`src/rtl/eda_compare_pkg.sv`:
```
// Shared types and helpers for the regional-max window comparator.
// Contents: FSM state enum, centre/neighbour index mapping, lowest-set-bit
// priority encoder sized for the largest supported window (7x7 -> 48 neighbours).
package eda_compare_pkg;

   localparam int unsigned PRIO_W     = 48;
   localparam int unsigned PRIO_IDX_W = 6;

   typedef enum logic [1:0] {
      IDLE   = 2'd0,
      EVAL   = 2'd1,
      RESULT = 2'd2,
      EMIT   = 2'd3
   } state_e;

   // Centre pixel position of a row-major window; usable in localparams.
   function automatic int unsigned centre_idx(input int unsigned window_size);
      return (window_size - 1) / 2;
   endfunction

   // Window position -> neighbour index (centre is skipped).
   function automatic int unsigned neigh_idx(input int unsigned p, input int unsigned c);
      return (p < c) ? p : p - 1;
   endfunction

   // Index of the lowest set bit; 0 when no bit is set.
   function automatic logic [PRIO_IDX_W-1:0] lowest_set(input logic [PRIO_W-1:0] v);
      logic [PRIO_IDX_W-1:0] r;
      r = '0;
      for (int i = PRIO_W - 1; i >= 0; i--) begin
         if (v[i]) r = PRIO_IDX_W'(i);
      end
      return r;
   endfunction

endpackage

```
`src/rtl/eda_max_tree.sv`:
```
// Combinational unsigned max reduction over N pixels.
// Ports: values  - N packed pixels, pixel i at [i*PIXEL_WIDTH +: PIXEL_WIDTH]
//        max_value - largest of the N inputs
// The input is zero-padded up to a power of two so odd counts reduce cleanly.
module eda_max_tree #(
   parameter int unsigned N           = 8,
   parameter int unsigned PIXEL_WIDTH = 8
) (
   input  logic [N*PIXEL_WIDTH-1:0] values,
   output logic [PIXEL_WIDTH-1:0]   max_value
);

   localparam int unsigned LEAVES = 1 << $clog2(N);

   logic [LEAVES*PIXEL_WIDTH-1:0] padded;
   logic [PIXEL_WIDTH-1:0]        node [0:2*LEAVES-2];

   // Heap-ordered tree: leaves at [LEAVES-1 ..], root at node[0].
   always_comb begin
      padded = (LEAVES*PIXEL_WIDTH)'(values);
      for (int unsigned i = 0; i < LEAVES; i++) begin
         node[LEAVES - 1 + i] = padded[i*PIXEL_WIDTH +: PIXEL_WIDTH];
      end
      for (int i = int'(LEAVES) - 2; i >= 0; i--) begin
         node[i] = (node[2*i+1] >= node[2*i+2]) ? node[2*i+1] : node[2*i+2];
      end
      max_value = node[0];
   end

endmodule

```
`src/rtl/eda_compare_pipe.sv`:
```
// Regional-max window comparator with flood-fill index serialiser.
// Ports: clk, reset (async, active-high)
//        in_valid/in_ready + window_values, neigh_addr_valid : window input
//        iterated_idx : live mask of already-visited neighbours
//        res_valid/res_ready + compare_out, max_value, equal_mask : result
//        push_valid/push_ready + push_idx : equal, unvisited neighbour indices
//        busy : FSM not idle
module eda_compare_pipe
   import eda_compare_pkg::*;
#(
   parameter int unsigned PIXEL_WIDTH = 8,
   parameter int unsigned WIN_DIM     = 3,
   parameter int unsigned WINDOW_SIZE = WIN_DIM * WIN_DIM,
   parameter int unsigned NEIGH_NUM   = WINDOW_SIZE - 1,
   parameter int unsigned IDX_WIDTH   = $clog2(NEIGH_NUM)
) (
   input  logic                            clk,
   input  logic                            reset,
   input  logic                            in_valid,
   output logic                            in_ready,
   input  logic [PIXEL_WIDTH*WINDOW_SIZE-1:0] window_values,
   input  logic [NEIGH_NUM-1:0]            neigh_addr_valid,
   input  logic [NEIGH_NUM-1:0]            iterated_idx,
   output logic                            res_valid,
   input  logic                            res_ready,
   output logic                            compare_out,
   output logic [PIXEL_WIDTH-1:0]          max_value,
   output logic [NEIGH_NUM-1:0]            equal_mask,
   output logic                            push_valid,
   input  logic                            push_ready,
   output logic [IDX_WIDTH-1:0]            push_idx,
   output logic                            busy
);

   localparam int unsigned CENTRE = centre_idx(WINDOW_SIZE);

   state_e                             state_q, state_d;
   logic [PIXEL_WIDTH*WINDOW_SIZE-1:0] win_q, win_d;
   logic [NEIGH_NUM-1:0]               addr_valid_q, addr_valid_d;
   logic [NEIGH_NUM-1:0]               pending_q, pending_d;

   logic                   in_ready_d, res_valid_d, compare_d, push_valid_d, busy_d;
   logic [PIXEL_WIDTH-1:0] max_d;
   logic [NEIGH_NUM-1:0]   equal_mask_d;
   logic [IDX_WIDTH-1:0]   push_idx_d;

   logic [PIXEL_WIDTH-1:0]           centre_c, tree_max_c;
   logic [NEIGH_NUM*PIXEL_WIDTH-1:0] neigh_masked_c;
   logic [NEIGH_NUM-1:0]             eq_c, pend_load_c, pend_next_c;

   // Split the captured window into centre and masked neighbours.
   always_comb begin
      centre_c       = win_q[CENTRE*PIXEL_WIDTH +: PIXEL_WIDTH];
      neigh_masked_c = '0;
      eq_c           = '0;
      for (int unsigned p = 0; p < WINDOW_SIZE; p++) begin
         if (p != CENTRE) begin
            if (addr_valid_q[neigh_idx(p, CENTRE)]) begin
               neigh_masked_c[neigh_idx(p, CENTRE)*PIXEL_WIDTH +: PIXEL_WIDTH] =
                  win_q[p*PIXEL_WIDTH +: PIXEL_WIDTH];
               eq_c[neigh_idx(p, CENTRE)] =
                  (win_q[p*PIXEL_WIDTH +: PIXEL_WIDTH] == centre_c);
            end
         end
      end
   end

   eda_max_tree #(
      .N           (NEIGH_NUM),
      .PIXEL_WIDTH (PIXEL_WIDTH)
   ) u_max_tree (
      .values    (neigh_masked_c),
      .max_value (tree_max_c)
   );

   // Next-state and next-output logic.
   always_comb begin
      state_d      = state_q;
      win_d        = win_q;
      addr_valid_d = addr_valid_q;
      pending_d    = pending_q;
      res_valid_d  = res_valid;
      compare_d    = compare_out;
      max_d        = max_value;
      equal_mask_d = equal_mask;
      push_valid_d = 1'b0;
      push_idx_d   = push_idx;

      pend_load_c = equal_mask & ~iterated_idx;
      // Visited neighbours drop out every cycle; an accepted push drops its bit.
      pend_next_c = pending_q & ~iterated_idx;
      if (push_valid && push_ready) begin
         pend_next_c = pend_next_c & ~(NEIGH_NUM'(1) << push_idx);
      end

      case (state_q)
         IDLE: begin
            if (in_valid && in_ready) begin
               win_d        = window_values;
               addr_valid_d = neigh_addr_valid;
               state_d      = EVAL;
            end
         end
         EVAL: begin
            max_d        = tree_max_c;
            compare_d    = (centre_c >= tree_max_c);
            equal_mask_d = eq_c;
            res_valid_d  = 1'b1;
            state_d      = RESULT;
         end
         RESULT: begin
            if (res_ready) begin
               res_valid_d = 1'b0;
               pending_d   = pend_load_c;
               if (pend_load_c == '0) begin
                  state_d = IDLE;
               end else begin
                  state_d      = EMIT;
                  push_valid_d = 1'b1;
                  push_idx_d   = IDX_WIDTH'(lowest_set(PRIO_W'(pend_load_c)));
               end
            end
         end
         EMIT: begin
            pending_d = pend_next_c;
            if (pend_next_c == '0) begin
               state_d = IDLE;
            end else begin
               push_valid_d = 1'b1;
               push_idx_d   = IDX_WIDTH'(lowest_set(PRIO_W'(pend_next_c)));
            end
         end
         default: state_d = IDLE;
      endcase

      in_ready_d = (state_d == IDLE);
      busy_d     = (state_d != IDLE);
   end

   // State and registered outputs.
   always_ff @(posedge clk or posedge reset) begin
      if (reset) begin
         state_q      <= IDLE;
         win_q        <= '0;
         addr_valid_q <= '0;
         pending_q    <= '0;
         in_ready     <= 1'b1;
         res_valid    <= 1'b0;
         compare_out  <= 1'b0;
         max_value    <= '0;
         equal_mask   <= '0;
         push_valid   <= 1'b0;
         push_idx     <= '0;
         busy         <= 1'b0;
      end else begin
         state_q      <= state_d;
         win_q        <= win_d;
         addr_valid_q <= addr_valid_d;
         pending_q    <= pending_d;
         in_ready     <= in_ready_d;
         res_valid    <= res_valid_d;
         compare_out  <= compare_d;
         max_value    <= max_d;
         equal_mask   <= equal_mask_d;
         push_valid   <= push_valid_d;
         push_idx     <= push_idx_d;
         busy         <= busy_d;
      end
   end

endmodule
```
`config.mk`:
```
export PLATFORM = sky130hd
export DESIGN_NAME = eda_compare_pipe
export DESIGN_NICKNAME = d
export VERILOG_FILES = /design/src/rtl/eda_compare_pkg.sv /design/src/rtl/eda_max_tree.sv /design/src/rtl/eda_compare_pipe.sv
export SDC_FILE = /design/constraint.sdc
export NUM_CORES = 1
export LEC_CHECK = 0
export BUFFER_PORTS_ARGS = -buffer_cell sky130_fd_sc_hd__buf_4
export CAP_MARGIN = 0
export CORE_MARGIN = 10
export CORE_UTILIZATION = 59
export CTS_CLUSTER_DIAMETER = 60
export CTS_CLUSTER_SIZE = 28
export DETAILED_ROUTE_END_ITERATION = 8
export PLACE_DENSITY_LB_ADDON = 0.1
export SLEW_MARGIN = 20
export SYNTH_ARGS = -nofsm -noshare
export SYNTH_HDL_FRONTEND = slang
export SYNTH_HIERARCHICAL = 1
export SYNTH_SLANG_ARGS = --single-unit
```
`constraint.sdc`:
```
create_clock -name clk -period 9.1 [get_ports clk]
set_clock_uncertainty 0.05 [all_clocks]
set_input_delay 0 -clock clk [delete_from_list [all_inputs] [get_ports clk]]
set_output_delay 0 -clock clk [all_outputs]
set_load 0.02 [all_outputs]
```
**Word-level counts from Yosys, hierarchy flattened**

Index checks and enable logic that the tools add are counted.

- Input bits: 93
- Bits in registers: 114
- Output and inout port bits: 24

- Mux-type cells: 57
- Shifts and indexed selects: 1
- Reductions and logical operators: 13
- Equality and inequality tests: 14
- $lt $le $gt $ge: 8
- Bitwise gates (word level): 5

Operators with widths:

| kind | number |
|---|---|
| $mux W8 | 17 |
| $eq A8 B8 Y1 | 8 |
| $ge A8 B8 Y1 | 8 |
| $mux W3 | 19 |
| $and A8 B8 Y8 | 3 |
| $logic_not A8 Y1 | 2 |
| $not A8 Y8 | 2 |
| $pmux W8 S2 | 1 |
| $mux W1 | 12 |
| $mux W2 | 4 |
| $pmux W2 S4 | 1 |
| $shl A1 B3 Y8 const A | 1 |
| $ne A2 B2 Y1 const B | 3 |
| $pmux W3 S2 | 1 |
| $reduce_and A2 Y1 | 3 |
| $reduce_bool A2 Y1 | 3 |
| $eq A2 B2 Y1 const B | 2 |
| $logic_not A2 Y1 | 2 |
| $pmux W1 S2 | 2 |
| $reduce_and A4 Y1 | 1 |
| $eq A2 B1 Y1 const B | 1 |
| $logic_and A1 B1 Y1 | 2 |

**Logic depth before layout (Yosys ltp)**

- Depth in word-level cells: 14
- Mapped depth: 35
- Depth with buffers taken out: 32

**Hierarchy**

The synthesis kept the hierarchy.

Modules (own cells, without submodules):

| module | instances | area an instance (um^2) | seq. area each (um^2) | cells an instance |
|---|---|---|---|---|
| eda_compare_pipe | 1 | 5988.2 | 2854.0 | 540 |
| eda_max_tree | 1 | 2423.6 | 0.0 | 318 |

**Worst setup path after synthesis**

No wires, ideal clock.

- Path type: register to register
- Start: register addr_valid_q[4]
- End: register compare_out
- Path slack: 2.397 ns
- Path buffers: 3
- Arrival: 6.532 ns
- Data required time: 8.929 ns
- Stages on the path, launching flop included: 32
- Cell sequence: dfrtp_1 and2_1 inv_1 ha_1 nand2b_4 a2111o_1 and3b_4 nor2_2 mux2_2 ha_1 a21o_1 a21o_1 a211oi_1 buf_2 a31oi_1 or2_1 ha_1 a21o_1 a2111oi_0 o21ai_0 o211a_1 buf_1 and2_1 buf_1 a2bb2oi_1 o31ai_1 inv_1 ha_1 a21o_1 a211oi_1 o21ai_0 a22o_1

- Cells in the longest elaborated chain, start to end: 8

Ends and longest elaborated chain:

| element | RTL line | source |
|---|---|---|
| start, declared | eda_compare_pipe.sv:39 | `logic [NEIGH_NUM-1:0] addr_valid_q, addr_valid_d;` |
| start signal, assigned | eda_compare_pipe.sv:158 | `addr_valid_q <= addr_valid_d;` |
| $mux W8 * | eda_compare_pipe.sv:58 | `if (addr_valid_q[neigh_idx(p, CENTRE)]) begin` |
| named net neigh_masked_c[32] | eda_compare_pipe.sv:48 | `logic [NEIGH_NUM*PIXEL_WIDTH-1:0] neigh_masked_c;` |
| $ge A8 B8 Y1 | eda_max_tree.sv:25 | `node[i] = (node[2*i+1] >= node[2*i+2]) ? node[2*i+1] : node[2*i+2];` |
| $mux W8 * | eda_max_tree.sv:25 |  |
| $ge A8 B8 Y1 | eda_max_tree.sv:25 |  |
| $mux W8 * | eda_max_tree.sv:25 |  |
| $ge A8 B8 Y1 | eda_max_tree.sv:25 |  |
| $mux W8 * | eda_max_tree.sv:25 |  |
| named net tree_max_c[5] | eda_compare_pipe.sv:47 | `logic [PIXEL_WIDTH-1:0] centre_c, tree_max_c;` |
| $ge A8 B8 Y1 * | eda_compare_pipe.sv:106 | `compare_d = (centre_c >= tree_max_c);` |
| end signal, assigned | eda_compare_pipe.sv:162 | `compare_out <= compare_d;` |
| end, declared | eda_compare_pipe.sv:26 | `output logic compare_out,` |

Mark *: on every way through the listed nets, which the timed path passes. The rest lies on a longest branch.
A chain may end at the register's enable or synchronous reset.

**Worst setup path after layout**

- Start: register addr_valid_q[3]
- End: register compare_out

Same word-level chain as after synthesis.

==> metrics.txt <==
cell area after layout 10900 µm²; placement row count between 40 and 50; fraction of registers with async set/reset 1.00; Placer Congestion approximately 0.96; Yosys reg bits roughly 110; setup TNS 0 ns; num ports around 120; crit path max fanout 12; area leader, netlist dfrtp_1; insertion delay to the later sink of the worst-skew pair between 0.4 and 0.5 ns; initial antenna violation count 0; most numerous cell in the Yosys netlist dfrtp_1; R2R setup slack about 1.3 ns; status finished, final reports clean; drt pass-1 iters 6; RSZ-0062 raised after global routing false; area grow syn2layout 29.4%; Via Count around 7500; final hold violations 0; grt met2 use 0.453; Post-Route Utilization 0.781; ANT nets after route 0; slowest CP cell a2111oi_2; post-synthesis sequential area ratio 0.339; Startpoint Class flip-flop; HP Class primary input to flip-flop; Avg Inst Size Synth 9.80 µm²; reg2reg start addr_valid_q[3]; Synth Flop Type dfrtp_1; kind of end point of the critical path flip-flop; Core ar. 13900 µm²; # nets final approximately 1200; worst endpoint data arrival time between 8 and 9 ns; WP depth 28; vias in the first global route just under 8000; layout cells sized above 1 0.250; Hold EP pending_q[2]; max_cap viols 0; most used cell, CP ha_1; Worst R2R Path Depth 28; Post-CTS Resized 0; top cells by count, synth dfrtp_1, mux2_2, and2_1, inv_1, ha_1; synthesized area around 8400 µm²; Netlist cell types 74; vias per cell 6.06; chip width approximately 140 µm; met3 Use GR 0.0606; Total GRT Usage 0.262; largest cells by area after synthesis dfrtp_1, mux2_2, ha_1; M1 GR Usage 0.306; post-synthesis cell count between 800 and 900; crit path kind flip-flop to flip-flop; crit path from addr_valid_q[3]; Hold Crit Depth 4; busiest grt layer met2; WP data required between 9 and 10 ns; crit path buf inv count 4; Die H between 100 and 150 µm; grt ovf 0; Final period util 0.860; crit path time final just under 8 ns; largest net degree at the start of global routing 71; initial DRC count between 600 and 700; clk sinks roughly 110; syn nets 1014; yosys warns 6; HP Start iterated_idx[2]; root buffer cell clkbuf_16; setup violators final 0; Worst R2R End compare_out; Non-Filler Instances roughly 1200; Initial Utilization 0.604; final WL around 26000 µm; Synth top area share 0.336; Placed Cells around 1100; Final Max Slew Viols 0; die area 19400 µm²; Post-synth EDFFs 0; TritonCTS clock tree built; Worst Tran Pin Value approximately 1.1 ns; f_max 128 MHz; max_slew headroom 0.267; PortBufs ~120; Clock Tree Buf Depth 2; fill count ~860; Reg clk slew, reported paths ~0.06 ns; Max stage delay on crit path between 0.9 and 1 ns; dpl hpwl between 15000 and 20000 µm; Placed Area 9410 µm²; cell family with most CP delay compound AO/OA/AOI/OAI gates; Remaining DRCs 0; H-tree depth 4; first-pass GRT wire length about 42000 µm; TritonCTS Buffers 17; WL/cell between 20 and 25 µm
-- final cells by class --
cell class	instances	area [µm²]	share of cell area
antenna	1	2.50	0.000230
inverter	66	250	0.0230
tap	180	225	0.0207
sequential	114	2850	0.262
clock inverter	9	128	0.0117
clock buffer	23	488	0.0448
timing repair buffer	208	1780	0.163
multi-input combinational	645	5160	0.474
-- metal layers --
metal  routed length [µm]  part of all wire
met5                    0                 0
met4                  803             0.031
met3                 1680             0.065
met2                12800              0.50
met1                10600              0.41
-- logic make-up (layout without fill, tap and decap cells) --
group | after synthesis | in the layout | share of synthesized area
adders and majority gates | 63 | 63 | 0.0937
xor gates and xnor gates | 64 | 64 | 0.0666
DFF | 114 | 114 | 0.339
other | 0 | 1 | 0
muxes | 104 | 104 | 0.138
and+or+nand+nor | 245 | 245 | 0.167
buffers and inverters | 99 | 306 | 0.0476
AOI/OAI and AO/OA | 169 | 169 | 0.148
-- how the worst max path moves through the flow --
stage          slack [ns]          end
6_report             1.28  compare_out
5_1_grt              0.51  compare_out
4_1_cts              1.45  compare_out
3_5_place_dp         1.47  compare_out
3_3_place_gp         1.73  compare_out
2_1_floorplan        2.40  compare_out
-- stage by stage --
| step | hold slack [ns] | setup slack, ns |
|---|---|---|
| 2_1_floorplan | 0.0668 | 2.40 |
| 3_3_place_gp | 0.0331 | 1.73 |
| 3_5_place_dp | 0.0465 | 1.47 |
| 4_1_cts | 0.0477 | 1.45 |
| 5_1_grt | 0.104 | 0.513 |
| 6_report | 0.0747 | 1.28 |
-- what timing repair did --
action,in CTS,in global routing
buffers inserted,0,0
hold buffers,86,0
hold endpoints to repair,131,0
-- placed cells by master (no fill, tap or decap), drive strengths merged, types with 6 or more instances in the layout --
| cell | count |
|---|---|
| nand2b | 25 |
| xnor2 | 8 |
| and4 | 7 |
| clkbuf | 23 |
| nor4 | 8 |
| a22o | 6 |
| dfrtp | 113 |
| inv | 66 |
| nor3 | 11 |
| a311oi | 6 |
| or2 | 8 |
| a2111oi | 10 |
| xor2 | 56 |
| o22a | 6 |
| a21oi | 21 |
| nor2b | 10 |
| mux2 | 90 |
| nor2 | 17 |
| a31oi | 13 |
| mux2i | 14 |
| o21ai | 41 |
| nand2 | 51 |
| and2 | 66 |
| ha | 63 |
| buf | 122 |
| a2bb2oi | 7 |
| o31ai | 9 |
| dlygate4sd3 | 86 |
| a21o | 11 |
| nand3 | 12 |
| nand4 | 13 |
-- worst min-delay path, cell delays in order --
cell,delay [ns]
buf_4,0.09
nand2b_1,0.12
o21ai_0,0.10
a22o_1,0.18
-- flip-flops by register name, indices dropped and copies added, names as in the netlist --
signal	count
win_q	72
addr_valid_q	8
equal_mask	8
max_value	8
pending_q	8
push_idx	3
state_q	2
busy	1
compare_out	1
in_ready	1
push_valid	1
res_valid	1
Power is left out: the tool's default activity adds up to more than one toggle a clock period on the data nets, which glitch-free logic cannot reach.
